## config.mk

```make
export PLATFORM = sky130hd
export DESIGN_NAME = led_arbiter_flat
export DESIGN_NICKNAME = d
export VERILOG_FILES = /design/src/rtl/led_arbiter_if.sv /design/src/rtl/led_arbiter.sv /design/src/flat_wrapper.sv
export SDC_FILE = /design/constraint.sdc
export NUM_CORES = 1
export LEC_CHECK = 0
export CAP_MARGIN = 20
export CORE_UTILIZATION = 51
export DETAILED_ROUTE_END_ITERATION = 12
export PLACE_DENSITY = 0.76
export SLEW_MARGIN = 10
export SYNTH_ARGS = -nofsm -noshare
export SYNTH_HDL_FRONTEND = slang
export SYNTH_SLANG_ARGS = --single-unit
```

## constraint.sdc

```tcl
create_clock -name clock -period 2.7 [get_ports clock]
set_input_delay 0.81 -clock clock [delete_from_list [all_inputs] [get_ports clock]]
set_output_delay 0.81 -clock clock [all_outputs]
set_load 0.1 [all_outputs]
```

## src/rtl/led_arbiter_if.sv

```systemverilog
`default_nettype none
// ============================================================================
// Module      : led_arbiter_if
// Description : Bundles the LED arbiter's source inputs and its registered
//               LED and status outputs.
//               master : drives the sources and reads the status (bench or SoC)
//               slave  : the arbiter itself
//   anim_enable   in   1  animation source may own the LEDs
//   anim_leds     in   8  animation engine pattern
//   cpu_we        in   1  single-cycle CPU write strobe
//   cpu_data      in   8  CPU LED value (valid with cpu_we)
//   flash_req     in   1  single-cycle temporary-pattern request
//   flash_pattern in   8  flash value (valid with flash_req)
//   leds          out  8  registered LED drive
//   animating     out  1  owner is ANIM
//   owner         out  2  00 ANIM, 01 CPU, 10 FLASH
//   flash_busy    out  1  owner is FLASH
// Revision    : 1.0 - initial release
// ============================================================================
interface led_arbiter_if;
  logic       anim_enable;
  logic [7:0] anim_leds;
  logic       cpu_we;
  logic [7:0] cpu_data;
  logic       flash_req;
  logic [7:0] flash_pattern;
  logic [7:0] leds;
  logic       animating;
  logic [1:0] owner;
  logic       flash_busy;

  modport master (
    output anim_enable, anim_leds, cpu_we, cpu_data, flash_req, flash_pattern,
    input  leds, animating, owner, flash_busy
  );

  modport slave (
    input  anim_enable, anim_leds, cpu_we, cpu_data, flash_req, flash_pattern,
    output leds, animating, owner, flash_busy
  );
endinterface
`default_nettype wire

```

## src/rtl/led_arbiter.sv

```systemverilog
`default_nettype none
// ============================================================================
// Module      : led_arbiter
// Description : Arbitrates ownership of an 8-bit LED bank between an animation
//               engine, a CPU register and a timed flash pattern.
//               Priority: flash_req > cpu_we > idle timeout / anim_enable.
//   clock    in   sole clock, rising edge
//   reset_b  in   synchronous active-low reset
//   bus      slave modport of led_arbiter_if (sources in, LED/status out)
// Revision    : 1.0 - initial release
// ============================================================================
module led_arbiter #(
  parameter int FLASH_TICKS = 500_000,    // 1..2^24
  parameter int IDLE_TICKS  = 10_000_000  // 1..2^24
) (
  input  logic          clock,
  input  logic          reset_b,
  led_arbiter_if.slave  bus
);

  // Encoding doubles as the owner output code.
  typedef enum logic [1:0] {
    ST_ANIM  = 2'b00,
    ST_CPU   = 2'b01,
    ST_FLASH = 2'b10
  } state_t;

  localparam logic [23:0] c_flash_load = 24'(FLASH_TICKS - 1);
  localparam logic [23:0] c_idle_last  = 24'(IDLE_TICKS - 1);

  state_t      r_state,      w_state_nxt;
  logic        r_ret_cpu,    w_ret_cpu_nxt;   // return state after FLASH: 1 = CPU
  logic [23:0] r_timer,      w_timer_nxt;     // idle count in CPU, remaining flash in FLASH
  logic [7:0]  r_cpu_latch,  w_cpu_latch_nxt;
  logic [7:0]  r_flash_latch, w_flash_nxt;
  logic [7:0]  r_leds,       w_leds_nxt;
  logic [1:0]  r_owner;
  logic        r_animating;
  logic        r_flash_busy;

  always_comb begin
    w_cpu_latch_nxt = bus.cpu_we ? bus.cpu_data : r_cpu_latch;
    w_state_nxt     = r_state;
    w_ret_cpu_nxt   = r_ret_cpu;
    w_timer_nxt     = r_timer;
    w_flash_nxt     = r_flash_latch;
    w_leds_nxt      = 8'h00;

    unique case (r_state)
      ST_ANIM: begin
        if (bus.flash_req) begin
          w_state_nxt   = ST_FLASH;
          w_ret_cpu_nxt = bus.cpu_we;
          w_flash_nxt   = bus.flash_pattern;
          w_timer_nxt   = c_flash_load;
        end else if (bus.cpu_we || !bus.anim_enable) begin
          w_state_nxt = ST_CPU;
          w_timer_nxt = 24'd0;
        end
      end

      ST_CPU: begin
        if (bus.flash_req) begin
          w_state_nxt   = ST_FLASH;
          w_ret_cpu_nxt = 1'b1;
          w_flash_nxt   = bus.flash_pattern;
          w_timer_nxt   = c_flash_load;
        end else if (bus.cpu_we) begin
          w_timer_nxt = 24'd0;
        end else if (r_timer == c_idle_last) begin
          // Idle expired: hand back to animation if allowed, else hold
          // the saturated count so the handover happens as soon as it is.
          if (bus.anim_enable) begin
            w_state_nxt = ST_ANIM;
            w_timer_nxt = 24'd0;
          end
        end else begin
          w_timer_nxt = r_timer + 24'd1;
        end
      end

      ST_FLASH: begin
        // flash_req is deliberately ignored here: no retrigger.
        if (bus.cpu_we) w_ret_cpu_nxt = 1'b1;
        if (r_timer == 24'd0) begin
          // A write in the final flash cycle still redirects the return.
          if (w_ret_cpu_nxt || !bus.anim_enable) w_state_nxt = ST_CPU;
          else                                   w_state_nxt = ST_ANIM;
          w_timer_nxt = 24'd0;
        end else begin
          w_timer_nxt = r_timer - 24'd1;
        end
      end

      default: begin
        w_state_nxt = ST_ANIM;
        w_timer_nxt = 24'd0;
      end
    endcase

    // Source select on the next state so outputs change on the same edge.
    unique case (w_state_nxt)
      ST_ANIM:  w_leds_nxt = bus.anim_leds;
      ST_CPU:   w_leds_nxt = w_cpu_latch_nxt;
      ST_FLASH: w_leds_nxt = w_flash_nxt;
      default:  w_leds_nxt = 8'h00;
    endcase
  end

  always_ff @(posedge clock) begin
    if (!reset_b) begin
      r_state       <= ST_ANIM;
      r_ret_cpu     <= 1'b0;
      r_timer       <= 24'd0;
      r_cpu_latch   <= 8'h00;
      r_flash_latch <= 8'h00;
      r_leds        <= 8'h00;
      r_owner       <= 2'b00;
      r_animating   <= 1'b1;
      r_flash_busy  <= 1'b0;
    end else begin
      r_state       <= w_state_nxt;
      r_ret_cpu     <= w_ret_cpu_nxt;
      r_timer       <= w_timer_nxt;
      r_cpu_latch   <= w_cpu_latch_nxt;
      r_flash_latch <= w_flash_nxt;
      r_leds        <= w_leds_nxt;
      r_owner       <= w_state_nxt;
      r_animating   <= (w_state_nxt == ST_ANIM);
      r_flash_busy  <= (w_state_nxt == ST_FLASH);
    end
  end

  assign bus.leds       = r_leds;
  assign bus.owner      = r_owner;
  assign bus.animating  = r_animating;
  assign bus.flash_busy = r_flash_busy;

endmodule
`default_nettype wire

```

## src/flat_wrapper.sv

```systemverilog
// flat-port wrapper written by rule: the top's interface ports become plain ports
module led_arbiter_flat 
#(
  parameter int FLASH_TICKS = 500_000,              
  parameter int IDLE_TICKS  = 10_000_000            
)
  (clock, reset_b, bus_anim_enable, bus_anim_leds, bus_cpu_we, bus_cpu_data, bus_flash_req, bus_flash_pattern, bus_leds, bus_animating, bus_owner, bus_flash_busy);
  led_arbiter_if bus_i ();
  input  logic clock;
  input  logic reset_b;
  input wire logic [$bits(bus_i.anim_enable)-1:0] bus_anim_enable;
  input wire logic [$bits(bus_i.anim_leds)-1:0] bus_anim_leds;
  input wire logic [$bits(bus_i.cpu_we)-1:0] bus_cpu_we;
  input wire logic [$bits(bus_i.cpu_data)-1:0] bus_cpu_data;
  input wire logic [$bits(bus_i.flash_req)-1:0] bus_flash_req;
  input wire logic [$bits(bus_i.flash_pattern)-1:0] bus_flash_pattern;
  output wire logic [$bits(bus_i.leds)-1:0] bus_leds;
  output wire logic [$bits(bus_i.animating)-1:0] bus_animating;
  output wire logic [$bits(bus_i.owner)-1:0] bus_owner;
  output wire logic [$bits(bus_i.flash_busy)-1:0] bus_flash_busy;
  assign bus_i.anim_enable = bus_anim_enable;
  assign bus_i.anim_leds = bus_anim_leds;
  assign bus_i.cpu_we = bus_cpu_we;
  assign bus_i.cpu_data = bus_cpu_data;
  assign bus_i.flash_req = bus_flash_req;
  assign bus_i.flash_pattern = bus_flash_pattern;
  assign bus_leds = bus_i.leds;
  assign bus_animating = bus_i.animating;
  assign bus_owner = bus_i.owner;
  assign bus_flash_busy = bus_i.flash_busy;
  led_arbiter #(.FLASH_TICKS(FLASH_TICKS), .IDLE_TICKS(IDLE_TICKS)) u_core (.clock(clock), .reset_b(reset_b), .bus(bus_i));
endmodule
```

==> flow_summary.ini, run 1 <==
[outcome]
status = finished clean

[worst_setup_path]
crit_type = in2reg
crit_required_ns = 2.95
path_max_fanout = 8
startpoint_type = primary input
cp.arrival_ns = 2.82
crit_path_end_kind = flop

[yosys]
synth.top_cell.area_share = 0.314
synth_top_area_cell = dfxtp_1
synth-seq-area-share = 0.314
synth-main-ff-cell = dfxtp_1
synth-edff-count = 0
synth_nets = 481
synth.avg_cell_area_sq_um = 7.60
synth_common_cells = nor2_1, dfxtp_1, nand2_1, a21oi_1
async_flop_share = 0
yosys-top-cells-area = dfxtp_1, nor2_1, mux2i_1
ys_types = 60
synth_area_sq_um = 3380
syn_inst = 445
synth.most_common_cell = nor2_1
synth-seq-cells = 53
yosysWarnings = 0

[sta]
setup-tns-final_ns = 0
fmax_ghz = 0.389
setup_viol = 0
finClkSkew_ns = 0.0126
relSlewSlack = 0.513
worst_pin_slew_ns = 0.730
fin_hold_ws_ns = 0.501
fin_crit_ns = 2.57
hold_viol_final = 0
slew_violations = 0
rsz0062_at_grt = no
fin_crit_sh = 0.952

[die]
placementRows = 29
core_sq_um = 6390
die-width_um = 83.4
initial_utilization = 0.530
io_pins = 41
design.die.area_sq_um = 6960
fp.dieH_um = 83.4

[run]
max-cap-violations = 0

[worst_hold_path]
holdCritPathClass = reg2reg

[clock_network]
cts_hold_buf = 0
clk_latency_ns = 0.32
cts-resized-gates = 0
clock_sinks = 53
cts_tree = done
htree_levels = 2
cts.clk_slew.worst_paths_ns = 0.12
cts.path.max_buffers = 2
cts-root-buf = clkbuf_8
cts_buffers = 5
postCtsSetupBuffers = 0

[global_route]
antenna_found_initial = 1
grt_pass1_vias = 3511
grt_max_degree = 21
grt_usage = 0.295
grt_pass1_wl_um = 16700
grt_overflow = 0

[route]
antenna_left = 0
vias = 3694
drt_iter0_drc = 285
finalWirelength_um = 10100
routedWlPerCell_um = 17.3
drt-vias-per-instance = 6.31
drc = 0
drt_first_pass_iters = 5

[finish]
final_area_sq_um = 4200
fillers = 575
regArea_sq_um = 1070
area_growth_pct = 24.0
drive_above_1_share = 0.161
multi_input_area_sq_um = 2070
antenna_cells = 0
finalNetCount = 543

[placed_design]
place.gp.congestion = 0.933
place_area_sq_um = 4090
port_buffers = 40
dpl.hpwl_um = 7450

[pwr]
vdd_ir_drop_max_mv = 0.412
p_per_area_nw_per_um2 = 594
p_leak_nw = 1.70
routing by layer:
layer	vias up	share of wire	track usage
li1	1761	-	-
met1	1733	0.44	0.386
met2	167	0.45	0.469
met3	31	0.069	0.0547
met4	2	0.034	0.145
met5	-	0.0013	0
path summary, 6_finish.rpt:
check | from | slack, ns | to | cells after the start
min reg2reg | u_core.r_cpu_latch[5] | 0.50 | u_core.r_cpu_latch[5] | 2
max | bus_anim_enable | 0.13 | u_core.r_timer[6] | 8
min | u_core.r_cpu_latch[5] | 0.50 | u_core.r_cpu_latch[5] | 2
max reg2reg | u_core.r_timer[0] | 0.13 | u_core.r_timer[6] | 10
registers in the layout, summed over array words and instances, names as in the netlist:
name	flops
u_core.bus.animating	1
u_core.bus.flash_busy	1
u_core.bus.leds	8
u_core.r_cpu_latch	8
u_core.r_flash_latch	8
u_core.r_ret_cpu	1
u_core.r_state	2
u_core.r_timer	24
through the flow:
stage               total power [mW]  instances   util  setup WS, ns
floorplan                       1.66        445      -        0.0457
global placement                1.96        577  0.640        -0.134
detailed placement              1.98        577  0.640        -0.186
CTS                             2.48        585  0.655        0.0700
global route                    2.62        585  0.657        0.0149
finish                          2.49        585  0.657         0.130
critical path, stage by stage:
cell	delay, ns
clkdlybuf4s50_1	0.47
or4_4	0.55
a211oi_4	0.29
buf_4	0.16
and2_1	0.21
buf_4	0.20
nand2_1	0.06
o21ai_0	0.07
logic make-up after synthesis:
kind of cell,after synthesis,share of synthesized area
flops,53,0.314
xor+xnor,4,0.0104
simple gates,185,0.269
mux,17,0.0503
buf+inv,59,0.0777
compound gates,120,0.253
fa+ha+maj,7,0.0259
power by group:
part	internal [mW]	switching (mW)
sequential	0.867	0.0672
clock	0.197	0.306
combinational	0.379	0.678
total	1.44	1.05
placed cells by master (no fill, tap or decap), drive strengths merged, types with 15 or more instances in the layout:
master,instances
o221ai,15
buf,63
clkdlybuf4s50,28
nor2,56
nor3,18
o21ai,25
mux2i,17
dfxtp,53
inv,26
a21oi,25
nand2,45
final cells by class:
cell class | count | share of cell area
clock buffers | 5 | 0.0164
clock inverters | 3 | 0.00686
inverters | 23 | 0.0206
multi-input cells | 333 | 0.493
flip-flops and latches | 53 | 0.254
well taps | 77 | 0.0230
repair buffers | 91 | 0.186
No activity file was read; power rests on OpenSTA's default activity.
==> run 2: changes to the inputs <==
--- a/config.mk
+++ b/config.mk
@@ -9,6 +9,7 @@
 export CORE_UTILIZATION = 51
 export DETAILED_ROUTE_END_ITERATION = 12
 export PLACE_DENSITY = 0.76
+export REMOVE_ABC_BUFFERS = 1
 export SLEW_MARGIN = 10
 export SYNTH_ARGS = -nofsm -noshare
 export SYNTH_HDL_FRONTEND = slang
==> flow_summary.ini, run 2 (synthesis results as in run 1) <==
[outcome]
status = finished clean

[placed_design]
port_buffers = 40
place.gp.congestion = 0.924
dpl.hpwl_um = 7720
place_area_sq_um = 4110

[route]
vias = 3733
drc = 0
routedWlPerCell_um = 17.5
drt-vias-per-instance = 6.33
finalWirelength_um = 10300
drt_first_pass_iters = 8
drt_iter0_drc = 525
antenna_left = 0

[worst_setup_path]
crit_required_ns = 2.95
startpoint_type = flop
slowest_delay_ns = 0.53
slowest_stage = or4_4
crit_type = reg2reg
cp.arrival_ns = 2.81
crit_path_end_kind = flop
path_cells = ha_1, and3_1, nand4_2, or4_4, a211oi_4, buf_4, and2_1, buf_12, a31oi_1, o22ai_1
path_max_fanout = 11

[sta]
fin_hold_ws_ns = 0.494
worst_pin_slew_ns = 0.576
setup-tns-final_ns = 0
finClkSkew_ns = 0.00934
fin_crit_sh = 0.948
fin_crit_ns = 2.56
hold_viol_final = 0
rsz0062_at_grt = no
relSlewSlack = 0.612
slew_violations = 0
setup_viol = 0
fmax_ghz = 0.391

[die]
initial_utilization = 0.530
design.die.area_sq_um = 6960
placementRows = 29
io_pins = 41
core_sq_um = 6390
fp.dieH_um = 83.4
die-width_um = 83.4

[pwr]
vdd_ir_drop_max_mv = 0.444
p_per_area_nw_per_um2 = 589
pwr-share-comb = 0.430
p_leak_nw = 1.72
total_power_mw = 2.49
power.share.clock = 0.199
seqPwrFrac = 0.370
intPower_mw = 1.45
p_sw_mw = 1.05
p_sw_frac = 0.420

[worst_hold_path]
holdCritPathClass = reg2reg

[clock_network]
cts.clk_slew.worst_paths_ns = 0.11
clock_sinks = 53
clk_latency_ns = 0.32
cts.path.max_buffers = 2
cts_tree = done
htree_levels = 2
cts_buffers = 5
cts-root-buf = clkbuf_8

[global_route]
grt_max_degree = 23
grt_overflow = 0
grt_pass1_vias = 3638
grt_usage = 0.307
grt_pass1_wl_um = 17300
antenna_found_initial = 0

[finish]
antenna_cells = 0
fillers = 541
regMostFlops = u_core.r_timer
layout_commonest_cell = buf_4
finalNetCount = 548
drive_above_1_share = 0.168
area_growth_pct = 25.2
final_cell_mix = buf_4, nor2_1, dfxtp_1, nand2_1, clkdlybuf4s50_1
final_area_sq_um = 4230
largest_reg_flops = 24

[run]
max-cap-violations = 0
run 2: per-stage QoR:
stage | utilization | worst slack (ns) | cells
after detailed placement | 0.643 | -0.159 | 579
after floorplan | - | -0.475 | 409
after global placement | 0.643 | -0.115 | 579
after CTS | 0.658 | 0.0657 | 587
after global routing | 0.663 | 0.0158 | 590
final | 0.663 | 0.140 | 590
run 2: final cells by class:
class | count | area [sq um] | area share
clock buffer | 5 | 68.8 | 0.0163
clock inverter | 3 | 26.3 | 0.00621
inverter | 23 | 86.3 | 0.0204
multi-input combinational | 333 | 2060 | 0.487
sequential | 53 | 1060 | 0.252
tap | 77 | 96.3 | 0.0228
timing repair buffer | 96 | 828 | 0.196
run 2: routing by layer:
metal	track usage	vias to the layer above	part of all wire
met5	0	-	0
met4	0.145	0	0.038
met3	0.0497	39	0.077
met2	0.543	209	0.49
met1	0.362	1718	0.40
li1	-	1767	-
run 2: path summary, 6_finish.rpt:
check	startpoint	end	slack [ns]	depth (start not counted)
setup / recovery	u_core.r_timer[0]	u_core.r_timer[22]	0.14	10
setup reg to reg	u_core.r_timer[0]	u_core.r_timer[22]	0.14	10
hold / removal	u_core.r_timer[1]	u_core.r_timer[1]	0.49	2
hold reg to reg	u_core.r_timer[1]	u_core.r_timer[1]	0.49	2
run 2: worst max-delay path: cells and delay by family, from the launching register on:
kind | cells | cell delay [ns]
and+or+nand+nor | 4 | 1.09
buffers and inverters | 2 | 0.32
DFF | 1 | 0.40
adders and majority gates | 1 | 0.20
AOI/OAI and AO/OA | 3 | 0.46
run 2: repair_timing:
item | in CTS | in global routing
resized for setup | 0 | 4
hold buffers | 0 | 0
hold endpoints to repair | 0 | 0
setup buffers | 0 | 3
endpoints found under the setup margin | 0 | 12
run 2: power groups by stage:
stage                     sequential, mW  combinational, mW  clock, mW
after floorplan                     1.16              0.461          0
after global placement             0.935               1.03          0
after detailed placement           0.937               1.05          0
after CTS                          0.921               1.06      0.506
after global routing               0.932               1.16      0.537
final                              0.924               1.07      0.497
==> run 3: changes to the inputs <==
--- a/config.mk
+++ b/config.mk
@@ -6,11 +6,11 @@
 export NUM_CORES = 1
 export LEC_CHECK = 0
 export CAP_MARGIN = 20
+export CORE_MARGIN = 2
 export CORE_UTILIZATION = 51
 export DETAILED_ROUTE_END_ITERATION = 12
 export PLACE_DENSITY = 0.76
 export REMOVE_ABC_BUFFERS = 1
-export SLEW_MARGIN = 10
 export SYNTH_ARGS = -nofsm -noshare
 export SYNTH_HDL_FRONTEND = slang
 export SYNTH_SLANG_ARGS = --single-unit
==> flow_summary.ini, run 3 (synthesis results as in run 1) <==
[worst_setup_path]
slowest_delay_ns = 0.53
crit_type = reg2reg
rr_startpoint = u_core.r_timer[0]
crit_required_ns = 2.96
r2r_slack_ns = 0.16
startpoint = u_core.r_timer[0]
reg2regPathDepth = 10
slowest_stage = or4_4
cp.arrival_ns = 2.79
rr_endpoint = u_core.r_timer[22]
startpoint_type = flop
crit_path_end_kind = flop
worstSetupEndpoint = u_core.r_timer[22]
path_max_fanout = 11
cp_top_family = simple AND/OR/NAND/NOR gates
path_depth = 10
path_cells = ha_1, and3_1, nand4_2, or4_4, a211oi_4, buf_4, and2_1, buf_12, a31oi_1, o22ai_1
path_buf_inv = 2

[global_route]
gr-usage-met2 = 0.496
grt_pass1_vias = 3540
grt_max_degree = 21
met3_usage = 0.0506
busiest_layer = met2
grt_overflow = 0
grt_pass1_wl_um = 17200
grt_usage = 0.294
antenna_found_initial = 0
grt_use_met1 = 0.366

[finish]
drive_above_1_share = 0.164
area_growth_pct = 24.4
layout_commonest_cell = buf_4
final_cell_mix = buf_4, nor2_1, dfxtp_1, nand2_1, clkdlybuf4s50_1
finalNetCount = 546
antenna_cells = 0
regMostFlops = u_core.r_timer
final_cells = 588
final_area_sq_um = 4210
largest_reg_flops = 24

[outcome]
status = finished clean

[pwr]
p_per_area_nw_per_um2 = 590
vdd_ir_drop_max_mv = 0.443
p_sw_frac = 0.422
power.share.clock = 0.201
pwr-share-comb = 0.421
p_sw_mw = 1.05
intPower_mw = 1.44
seqPwrFrac = 0.378
p_leak_nw = 1.71

[worst_hold_path]
holdCritPathClass = reg2reg

[die]
die-width_um = 85.4
initial_utilization = 0.530
fp.dieH_um = 85.4
placementRows = 29
core_sq_um = 6390
design.die.area_sq_um = 7300
io_pins = 41

[route]
drt_first_pass_iters = 5
finalWirelength_um = 10300
routedWlPerCell_um = 17.6
drc = 0
drt_iter0_drc = 367
antenna_left = 0
vias = 3703
drt-vias-per-instance = 6.30

[sta]
setup_viol = 0
hold_viol_final = 0
finClkSkew_ns = 0.0133
rsz0062_at_grt = no
slew_violations = 0
worst_pin_slew_ns = 0.683
fin_crit_ns = 2.54
relSlewSlack = 0.543
fin_crit_sh = 0.940
fmax_ghz = 0.394

[clock_network]
cts.path.max_buffers = 2
cts.clk_slew.worst_paths_ns = 0.11
cts_hold_buf = 0
cts_buffers = 5
clk_latency_ns = 0.32
clock_sinks = 53
cts_tree = done
htree_levels = 2
cts-root-buf = clkbuf_8

[run]
max-cap-violations = 0

[placed_design]
port_buffers = 40
dpl.cell_count = 579
place.gp.congestion = 0.982
place_area_sq_um = 4100
dpl.hpwl_um = 7860
## run 3: layer usage
layer,routed length [um],up-vias
met3,750,31
met1,4190,1737
met5,0,-
li1,-,1761
met2,5060,174
met4,341,0
## run 3: cell type report
class | instances | area [sq um]
multi-input cells | 333 | 2060
clock buffers | 5 | 68.8
well taps | 77 | 96.3
inverters | 23 | 86.3
fillers | 562 | 2180
clock inverters | 3 | 28.8
repair buffers | 94 | 801
flip-flops and latches | 53 | 1060
## run 3: how the worst min path moves through the flow
stage	slack (ns)	startpoint	end	cells after the start
finish	0.49	u_core.r_timer[1]	u_core.r_timer[1]	2
global route	0.52	u_core.r_ret_cpu	u_core.r_ret_cpu	2
CTS	0.50	u_core.r_ret_cpu	u_core.r_ret_cpu	2
detailed placement	0.48	u_core.r_cpu_latch[0]	u_core.r_cpu_latch[0]	2
global placement	0.47	u_core.r_ret_cpu	u_core.r_ret_cpu	2
floorplan	0.45	u_core.r_ret_cpu	u_core.r_ret_cpu	2
## run 3: through the flow
stage	setup slack (ns)	hold slack (ns)	util	power, mW	setup TNS (ns)
floorplan	-0.475	0.446	-	1.62	-13.45
global placement	-0.108	0.470	0.641	1.96	-1.84
detailed placement	-0.159	0.483	0.641	1.98	-2.85
CTS	0.107	0.503	0.657	2.47	0
global route	0.000679	0.524	0.659	2.61	0
finish	0.162	0.490	0.659	2.48	0
## run 3: repair_timing
action	4_1_cts	5_1_grt
gates resized for setup	0	4
endpoints found under the setup margin	0	17
buffers inserted	0	1
## run 3: power groups by stage
stage               combinational, mW  clock [mW]  sequential [mW]
finish                           1.04       0.499            0.937
global route                     1.13       0.537            0.947
CTS                              1.03       0.505            0.933
detailed placement               1.03           0            0.950
global placement                 1.01           0            0.947
floorplan                       0.461           0             1.16
## run 3: worst register-to-register path, stage by stage, from the launching register on
cell and delay, ns:
dfxtp_2 0.38, ha_1 0.20, and3_1 0.22, nand4_2 0.16
or4_4 0.53, a211oi_4 0.27, buf_4 0.19, and2_1 0.20
buf_12 0.15, a31oi_1 0.05, o22ai_1 0.12
